===== config.mk =====
export PLATFORM = sky130hd
export DESIGN_NAME = cpu_int_responder
export DESIGN_NICKNAME = d
export VERILOG_FILES = /design/src/rtl/cpu_int_responder.sv
export SDC_FILE = /design/constraint.sdc
export NUM_CORES = 1
export LEC_CHECK = 0
export ABC_CLOCK_PERIOD_IN_PS = 2350
export BUFFER_PORTS_ARGS = -buffer_cell sky130_fd_sc_hd__buf_2
export CAP_MARGIN = 40
export CORE_ASPECT_RATIO = 0.9
export CORE_MARGIN = 1
export CORE_UTILIZATION = 50
export CTS_CLUSTER_SIZE = 25
export DETAILED_ROUTE_END_ITERATION = 6
export PLACE_DENSITY = 0.85
export SYNTH_ARGS = -nofsm -noshare
export SYNTH_HDL_FRONTEND = slang
export SYNTH_SLANG_ARGS = --single-unit

===== constraint.sdc =====
create_clock -name clk -period 2.35 [get_ports clk]
set_clock_uncertainty 0.2 [all_clocks]
set_input_delay 0 -clock clk [delete_from_list [all_inputs] [get_ports clk]]
set_output_delay 0 -clock clk [all_outputs]
set_load 0.05 [all_outputs]

===== src/rtl/cpu_int_responder.sv =====
// ----------------------------------------------------------------------------
// cpu_int_responder
//
// CPU-side endpoint of the interrupt request/acknowledge handshake. Samples
// the controller's request line, waits in DRAIN for a clean instruction
// boundary, then spends exactly one TAKE cycle acknowledging the controller,
// flushing younger stages and redirecting fetch to the vector register. The
// return PC is captured into epc. Further requests are masked in HANDLER
// until reti. After reti, a short hold-off lets one instruction retire
// before re-entry is allowed.
//
// Parameters:
//   DEFAULT_IVEC   vector address loaded at reset
//   HOLDOFF        cycles after reti during which the request is ignored (0..15)
//
// Ports:
//   clk            system clock, rising edge
//   rst            asynchronous reset, active low
//   int_req        interrupt request from controller; level, held until acked
//                  (the controller's "int" line; int is a reserved word in SV)
//   int_ack        one-cycle acknowledge to controller
//   retire_valid   an instruction retires this cycle
//   retire_pc      PC of the instruction following the retiring one
//   stall          pipeline stalled this cycle
//   branch_pending branch/delay-slot pair in flight; not an interrupt boundary
//   reti           return-from-interrupt retiring this cycle
//   ivec_we        write enable for the vector register
//   ivec_din       new vector address (bits [1:0] are forced to zero)
//   flush          flush younger pipeline stages
//   redirect       fetch must load redirect_pc
//   redirect_pc    handler address, held between takes
//   epc            saved return PC
//   in_handler     handler active; nested interrupts blocked
// ----------------------------------------------------------------------------
module cpu_int_responder #(
   parameter logic [31:0] DEFAULT_IVEC = 32'h0000_0100,
   parameter int unsigned HOLDOFF      = 1
) (
   input  logic        clk,
   input  logic        rst,
   input  logic        int_req,
   output logic        int_ack,
   input  logic        retire_valid,
   input  logic [31:0] retire_pc,
   input  logic        stall,
   input  logic        branch_pending,
   input  logic        reti,
   input  logic        ivec_we,
   input  logic [31:0] ivec_din,
   output logic        flush,
   output logic        redirect,
   output logic [31:0] redirect_pc,
   output logic [31:0] epc,
   output logic        in_handler
);

   localparam logic [1:0] S_IDLE    = 2'd0;
   localparam logic [1:0] S_DRAIN   = 2'd1;
   localparam logic [1:0] S_TAKE    = 2'd2;
   localparam logic [1:0] S_HANDLER = 2'd3;

   localparam logic [31:0] ALIGN_MASK   = 32'hFFFF_FFFC;
   localparam logic [31:0] RESET_IVEC   = DEFAULT_IVEC & ALIGN_MASK;
   localparam logic [3:0]  HOLDOFF_INIT = 4'(HOLDOFF);

   logic [1:0]  state, state_nx;
   logic [3:0]  holdoff, holdoff_nx;
   logic [31:0] ivec;
   logic        qualify;
   logic        take;

   // A clean boundary: something retires, nothing holds the pipe, and we
   // are not splitting a branch from its delay slot.
   assign qualify = retire_valid & ~stall & ~branch_pending;

   // NOTE: every signal driven here gets a default first so no path through
   // the case statement leaves it unassigned (which would infer a latch).
   always_comb begin
      state_nx   = state;
      holdoff_nx = holdoff;
      take       = 1'b0;
      case (state)
         S_IDLE: begin
            if (holdoff != 4'd0) begin
               holdoff_nx = holdoff - 4'd1;
            end else if (int_req) begin
               state_nx = S_DRAIN;
            end
         end
         S_DRAIN: begin
            // A withdrawn request beats a simultaneous boundary.
            if (!int_req) begin
               state_nx = S_IDLE;
            end else if (qualify) begin
               state_nx = S_TAKE;
               take     = 1'b1;
            end
         end
         S_TAKE: begin
            state_nx = S_HANDLER;
         end
         S_HANDLER: begin
            if (reti) begin
               state_nx   = S_IDLE;
               holdoff_nx = HOLDOFF_INIT;
            end
         end
         default: begin
            state_nx = S_IDLE;
         end
      endcase
   end

   // Outputs are registered from the next-state decode so they line up
   // exactly with the state they describe and are glitch-free.
   // NOTE: sequential state uses non-blocking assignments so every register
   // samples the pre-edge values regardless of statement order.
   always_ff @(posedge clk or negedge rst) begin
      if (!rst) begin
         state       <= S_IDLE;
         holdoff     <= 4'd0;
         ivec        <= RESET_IVEC;
         int_ack     <= 1'b0;
         flush       <= 1'b0;
         redirect    <= 1'b0;
         in_handler  <= 1'b0;
         redirect_pc <= 32'd0;
         epc         <= 32'd0;
      end else begin
         state      <= state_nx;
         holdoff    <= holdoff_nx;
         int_ack    <= (state_nx == S_TAKE);
         flush      <= (state_nx == S_TAKE);
         redirect   <= (state_nx == S_TAKE);
         in_handler <= (state_nx == S_HANDLER);
         // redirect_pc latches the vector as it stands on entry to TAKE, so
         // a write landing during TAKE only affects the next interrupt.
         if (take) begin
            epc         <= retire_pc;
            redirect_pc <= ivec;
         end
         if (ivec_we) begin
            ivec <= ivec_din & ALIGN_MASK;
         end
      end
   end

endmodule


# --- After elaboration in Yosys (flattened, before gate mapping) ---
# Index checks and enable logic that the tools add are counted.
word_totals:
  regBits: 100
  latch_bits: 0
  ramBits: 0
  romBits: 0
  inputBits: 72
  out_inout_bits: 68
  elab_cells: 35
  mem_count: 0
op_classes:
  add_sub_neg: 1
  multipliers: 0
  div: 0
  magnitude_cmp: 0
  eq_ne: 7
  shift: 0
  muxes: 12
  bitwise: 4
  n_reduce_logical: 4
op_table:
  columns: ["op", "count"]
  rows:
  - ["2-bit two-way mux", 5]
  - ["2-bit == test (second input constant)", 4]
  - ["4-bit two-way mux", 2]
  - ["2-bit case mux with 4 select lines", 1]
  - ["4-bit case mux with 2 select lines", 1]
  - ["2-bit inequality test (second input constant)", 2]
  - ["4-bit nonzero test", 1]
  - ["4-bit by 1-bit subtractor with 4-bit output (second input constant)", 1]
  - ["1-bit two-way mux", 3]
  - ["3-bit AND reduction", 1]
  - ["1-bit bitwise AND", 2]
  - ["2-bit by 1-bit == test with 1-bit output (second input constant)", 1]
  - ["2-bit logical NOT", 1]
  - ["1-bit NOT", 2]
  - ["2-bit nonzero test", 1]

# --- Longest topological paths before layout ---
depth:
  word_depth: 7
  ltp_mapped: 6
  depth_no_buf: 5

# --- Worst setup path before layout ---
# OpenSTA, ideal clock, no wires.
synth_path:
  path_type: "reg2reg"
  startpoint: "register state[1]"
  endpoint: "register epc[10]"
  setup_time_ps: 125
  arrival_ps: 1509
  path_slack_ps: 516
  path_stages_with_launch: 7
  path_buffers: 3
  synth_period_minus_slack_ps: 1834
  cell_sequence: "dfrtp_1 -> buf_6 -> nand3b_4 -> nor4b_4 -> buf_6 -> buf_12 -> mux2_4"
synth_between:
  elab_chain_cells: 2
synth_lines:
  columns: ["item", "line_no", "text"]
  rows:
  - ["from (decl)", "66", "logic [1:0] state, state_nx;"]
  - ["from (signal assigned)", "130", "state <= state_nx;"]
  - ["2-bit by 1-bit == test with 1-bit output", "82", "case (state)"]
  - ["1-bit two-way mux", "82", null]
  - ["to (signal assigned)", "139", "epc <= retire_pc;"]
  - ["to (decl)", "53", "output logic [31:0] epc,"]
# No other way between the ends.
# A chain may end at the register's enable or synchronous reset.

# --- Final worst setup path ---
layout_path:
  startpoint: "register state[1]"
  endpoint: "register epc[20]"
# The elaborated chain is that of the path after synthesis.

==> results.md <==
Power and ir drop:
- The total leakage power is 2.99 nW.
- Total power for the finished layout comes to 7.67 mW.
- IR analysis of the VDD net gives a maximum drop of 0.778 mV.
- The areal power density over the cells is 1290 nW/um^2.

Synthesis:
- The portion of the post-synthesis area used by sequential elements is 59.9%.
- The average cell area after synthesis is 17.5 sq um.
- During synthesis, Yosys emitted a total of 0 warnings.
- In the post-synthesis netlist, the biggest area contributors are sky130_fd_sc_hd__dfrtp_1 59%, sky130_fd_sc_hd__mux2_4 21%, sky130_fd_sc_hd__mux2_2 8.1%.
- The mapped netlist covers 4180 sq um.
- Of the post-synthesis cell area, the dominant cell type holds 59.3%.
- Synthesis produced a netlist whose cell count is 238.
- In the synthesized netlist the dominant register cell turns out to be sky130_fd_sc_hd__dfrtp_1.
- The number of flip-flops and latches in the synthesized netlist is 100.
- The synthesized design spends more area on one cell type than any other, namely sky130_fd_sc_hd__dfrtp_1.
- For this run, asynchronously set or reset flops after synthesis account for 100%.
- After synthesis, the netlist uses 31 different library cells.
- Yosys mapped a number of flops with a built-in enable equal to 0.

Worst setup path:
- The critical path is of the reg -> reg type.
- For flop-to-flop paths, the worst setup slack is 90 ps.
- STA classifies the critical path endpoint as a flip-flop.
- The startpoint type of the worst setup path is a flip-flop.
- The worst endpoint required time is 2380 ps.
- The number of cells on the worst reg-to-reg path is 5.
- The worst-path maximum fanout is 11.
- The worst register-to-register path begins at state[1].
- The worst register-to-register path ends at epc[20].
- For the worst setup path, the data arrival time is 2290 ps.

Outcome:
- The run finished, with violations left.
- The checks that failed: design-rule violations.

Hold path:
- The worst hold path startpoint is retire_valid.
- The worst hold path belongs to the class in -> reg.
- Counting instances, the worst hold path has a depth of 4.
- The capture endpoint of the worst hold path is epc[2].

STA:
- Setup violations remaining at the end of the flow were counted as 0.
- Setup repair after global routing left no endpoint under its margin.
- The max-slew violation count is 0.
- The final hold violation count is 0.
- The worst hold slack across all endpoints is 63.3 ps.
- At the pin with the least slew margin, the transition time is 702 ps.
- The routed design could run at a clock period as short as 2260 ps.
- The highest achievable clock rate is 443 MHz.
- After layout, the worst setup slack is 92.8 ps.
- Setup total negative slack on the finished layout was measured at 0 ps.
- The share of the clock period used by the worst path after layout is 96.0%.
- The worst pin sits at a relative slew slack of 53.2%.

Die:
- Once the floorplan was initialized, standard cells occupied 51.8% of the core.
- 140 I/O pins were placed.
- The site row count is 31.
- In this run the horizontal extent of the chip is 98.3 microns.
- In this run the standard cell core region covers 8070 sq um.
- The die footprint is 8720 sq um.
- From bottom edge to top edge, the die measures 88.7 microns.

Route:
- The routed layout has 2743 vias.
- The detailed router finished its first iteration with 124 violations.
- The number of remaining DRC errors is 11.
- The via count normalized by instance count is 4.92.
- The residual antenna-violating net count after detailed routing is 0.
- The number of detailed-route iterations in the first pass is 7.
- The routed design has 9.49 mm of wire.
- The average wire per standard cell is 17.0 microns.

Clock tree:
- The number of buffers inserted during clock tree synthesis is 9.
- The clock root buffer is sky130_fd_sc_hd__clkbuf_8.
- The clock tree synthesis step divided the H-tree into 3 levels.
- The clock latency of the later-clocked register in the worst-skew pair is 350 ps.
- The number of clock sinks is 100.
- The CTS tree is built.
- Clock-pin slew was measured on the worst setup and hold paths at 90 ps.
- The clock passes through at most 2 buffers.

Place:
- Prior to clock tree synthesis, the placed netlist has a worst setup slack of 280 ps.
- In this run the tool buffered the top-level ports with 135 buffer cells.
- Summing all placed instances gives a cell area of 4870 sq um.
- The number of placed instances, taps included, is 461.
- The half-perimeter wire length after placement is 4.95 mm.
- At the end of routability-driven placement, the weighted congestion stood at 0.773.

GRT:
- The first global-routing pass estimated 14.9 mm of wire.
- The global-route total usage across every layer is 22.6%.
- The initial antenna violation count is 0.
- Global routing finished with a remaining overflow of 0.
- Entering global routing, the biggest net connects 59 pins.
- The number of global-route vias before repair is 2934.

Cells and area:
- The post-layout utilization of the core is 73.6%.
- The share of cells above drive strength 1 is 55.1%.
- The total non-filler cell area in the finished layout is 5940 sq um.
- In the final design database the tool counted 527 nets.
- The repair_antennas step left the layout with diodes totalling 0.
- After filler insertion, the fill cell instance count of the layout stands at 509.
- The post-synthesis to final-layout area growth is 42.2%.
- The number of cells in the finished layout apart from fillers is 558.

Flow run:
- Max-cap violations in this run came to 0.
-- cell type report --
type / instances / area, sq um / area share, %
Clock buffer: 9 / 124 / 2.09
Clock inverter: 7 / 123 / 2.06
Inverter: 3 / 11.3 / 0.190
Multi-Input combinational cell: 120 / 1480 / 24.9
Sequential cell: 100 / 2510 / 42.2
Tap cell: 99 / 124 / 2.09
Timing Repair Buffer: 220 / 1570 / 26.5
-- sequential cells by signal, indices dropped and copies added, names as in the netlist --
register and flops:
epc 32, holdoff 4, in_handler 1, ivec 30, redirect 1, redirect_pc 30
state 2
-- cells by family after synthesis --
kind of cell	share of synthesized area, %
multiplexers	30.0
AND/OR/NAND/NOR	3.39
flip-flops	59.9
AO/OA/AOI/OAI	1.47
other	0.0898
adder cells (fa/ha/maj)	0.300
buffers and inverters	4.79
-- what timing repair did --
action                                  CTS  global route
gates resized for setup                   0             2
hold buffers                             79             0
setup buffers                             0             2
endpoints found under the setup margin    0             9
endpoints found under the hold margin   168             0
-- metal layers --
| layer | GRT usage (%) | part of all wire (%) | up-vias |
|---|---|---|---|
| met3 | 7.03 | 6.0 | 15 |
| met5 | 0 | 0 | - |
| met1 | 27.7 | 43 | 1357 |
| met2 | 39.9 | 50 | 106 |
| li1 | - | - | 1265 |
| met4 | 5.43 | 1.5 | 0 |
-- cells in the final DEF (no fill, tap or decap), types with 2 or more instances in the layout --
master / count
sky130_fd_sc_hd__dfrtp_1: 97
sky130_fd_sc_hd__mux2_2: 30
sky130_fd_sc_hd__buf_12: 5
sky130_fd_sc_hd__nor4_1: 2
sky130_fd_sc_hd__buf_4: 3
sky130_fd_sc_hd__bufinv_16: 3
sky130_fd_sc_hd__nand2_1: 3
sky130_fd_sc_hd__dlygate4sd3_1: 78
sky130_fd_sc_hd__mux2_4: 58
sky130_fd_sc_hd__a221o_1: 2
sky130_fd_sc_hd__dfrtp_2: 2
sky130_fd_sc_hd__inv_1: 3
sky130_fd_sc_hd__clkinvlp_4: 2
sky130_fd_sc_hd__inv_6: 2
sky130_fd_sc_hd__nor2b_1: 3
sky130_fd_sc_hd__clkbuf_8: 9
sky130_fd_sc_hd__conb_1: 2
sky130_fd_sc_hd__buf_2: 134
sky130_fd_sc_hd__nor3b_1: 2
sky130_fd_sc_hd__mux2_1: 4
-- power by group --
part / internal, mW / switching [mW]
clock network: 0.715 / 0.602
logic: 1.32 / 2.36
registers: 2.30 / 0.370
-- Yosys cell counts (2+ instances only) --
cell type,number
sky130_fd_sc_hd__mux2_4,58
sky130_fd_sc_hd__mux2_2,30
sky130_fd_sc_hd__mux2_1,4
sky130_fd_sc_hd__nor3b_1,2
sky130_fd_sc_hd__buf_12,6
sky130_fd_sc_hd__inv_1,3
sky130_fd_sc_hd__nor4_1,2
sky130_fd_sc_hd__buf_4,4
sky130_fd_sc_hd__clkbuf_1,3
sky130_fd_sc_hd__buf_6,2
sky130_fd_sc_hd__nor2b_1,3
sky130_fd_sc_hd__dfrtp_1,99
sky130_fd_sc_hd__nand2_1,3
sky130_fd_sc_hd__a221o_1,2
-- critical path, stage by stage, from the launching register on --
cell and delay, ps:
sky130_fd_sc_hd__dfrtp_2 420, sky130_fd_sc_hd__nand3b_4 170, sky130_fd_sc_hd__nor4b_4 280, sky130_fd_sc_hd__buf_12 190, sky130_fd_sc_hd__mux2_4 300, sky130_fd_sc_hd__dlygate4sd3_1 580
-- worst max path at each step --
stage,startpoint,end,cells past startpoint
after floorplan,state[1],epc[10],6
after global placement,state[1],epc[1],5
after detailed placement,state[1],epc[1],5
after CTS,state[1],epc[18],5
after global routing,holdoff[0],state[0],6
final,state[1],epc[20],5
No activity file was read; power rests on OpenSTA's default activity.
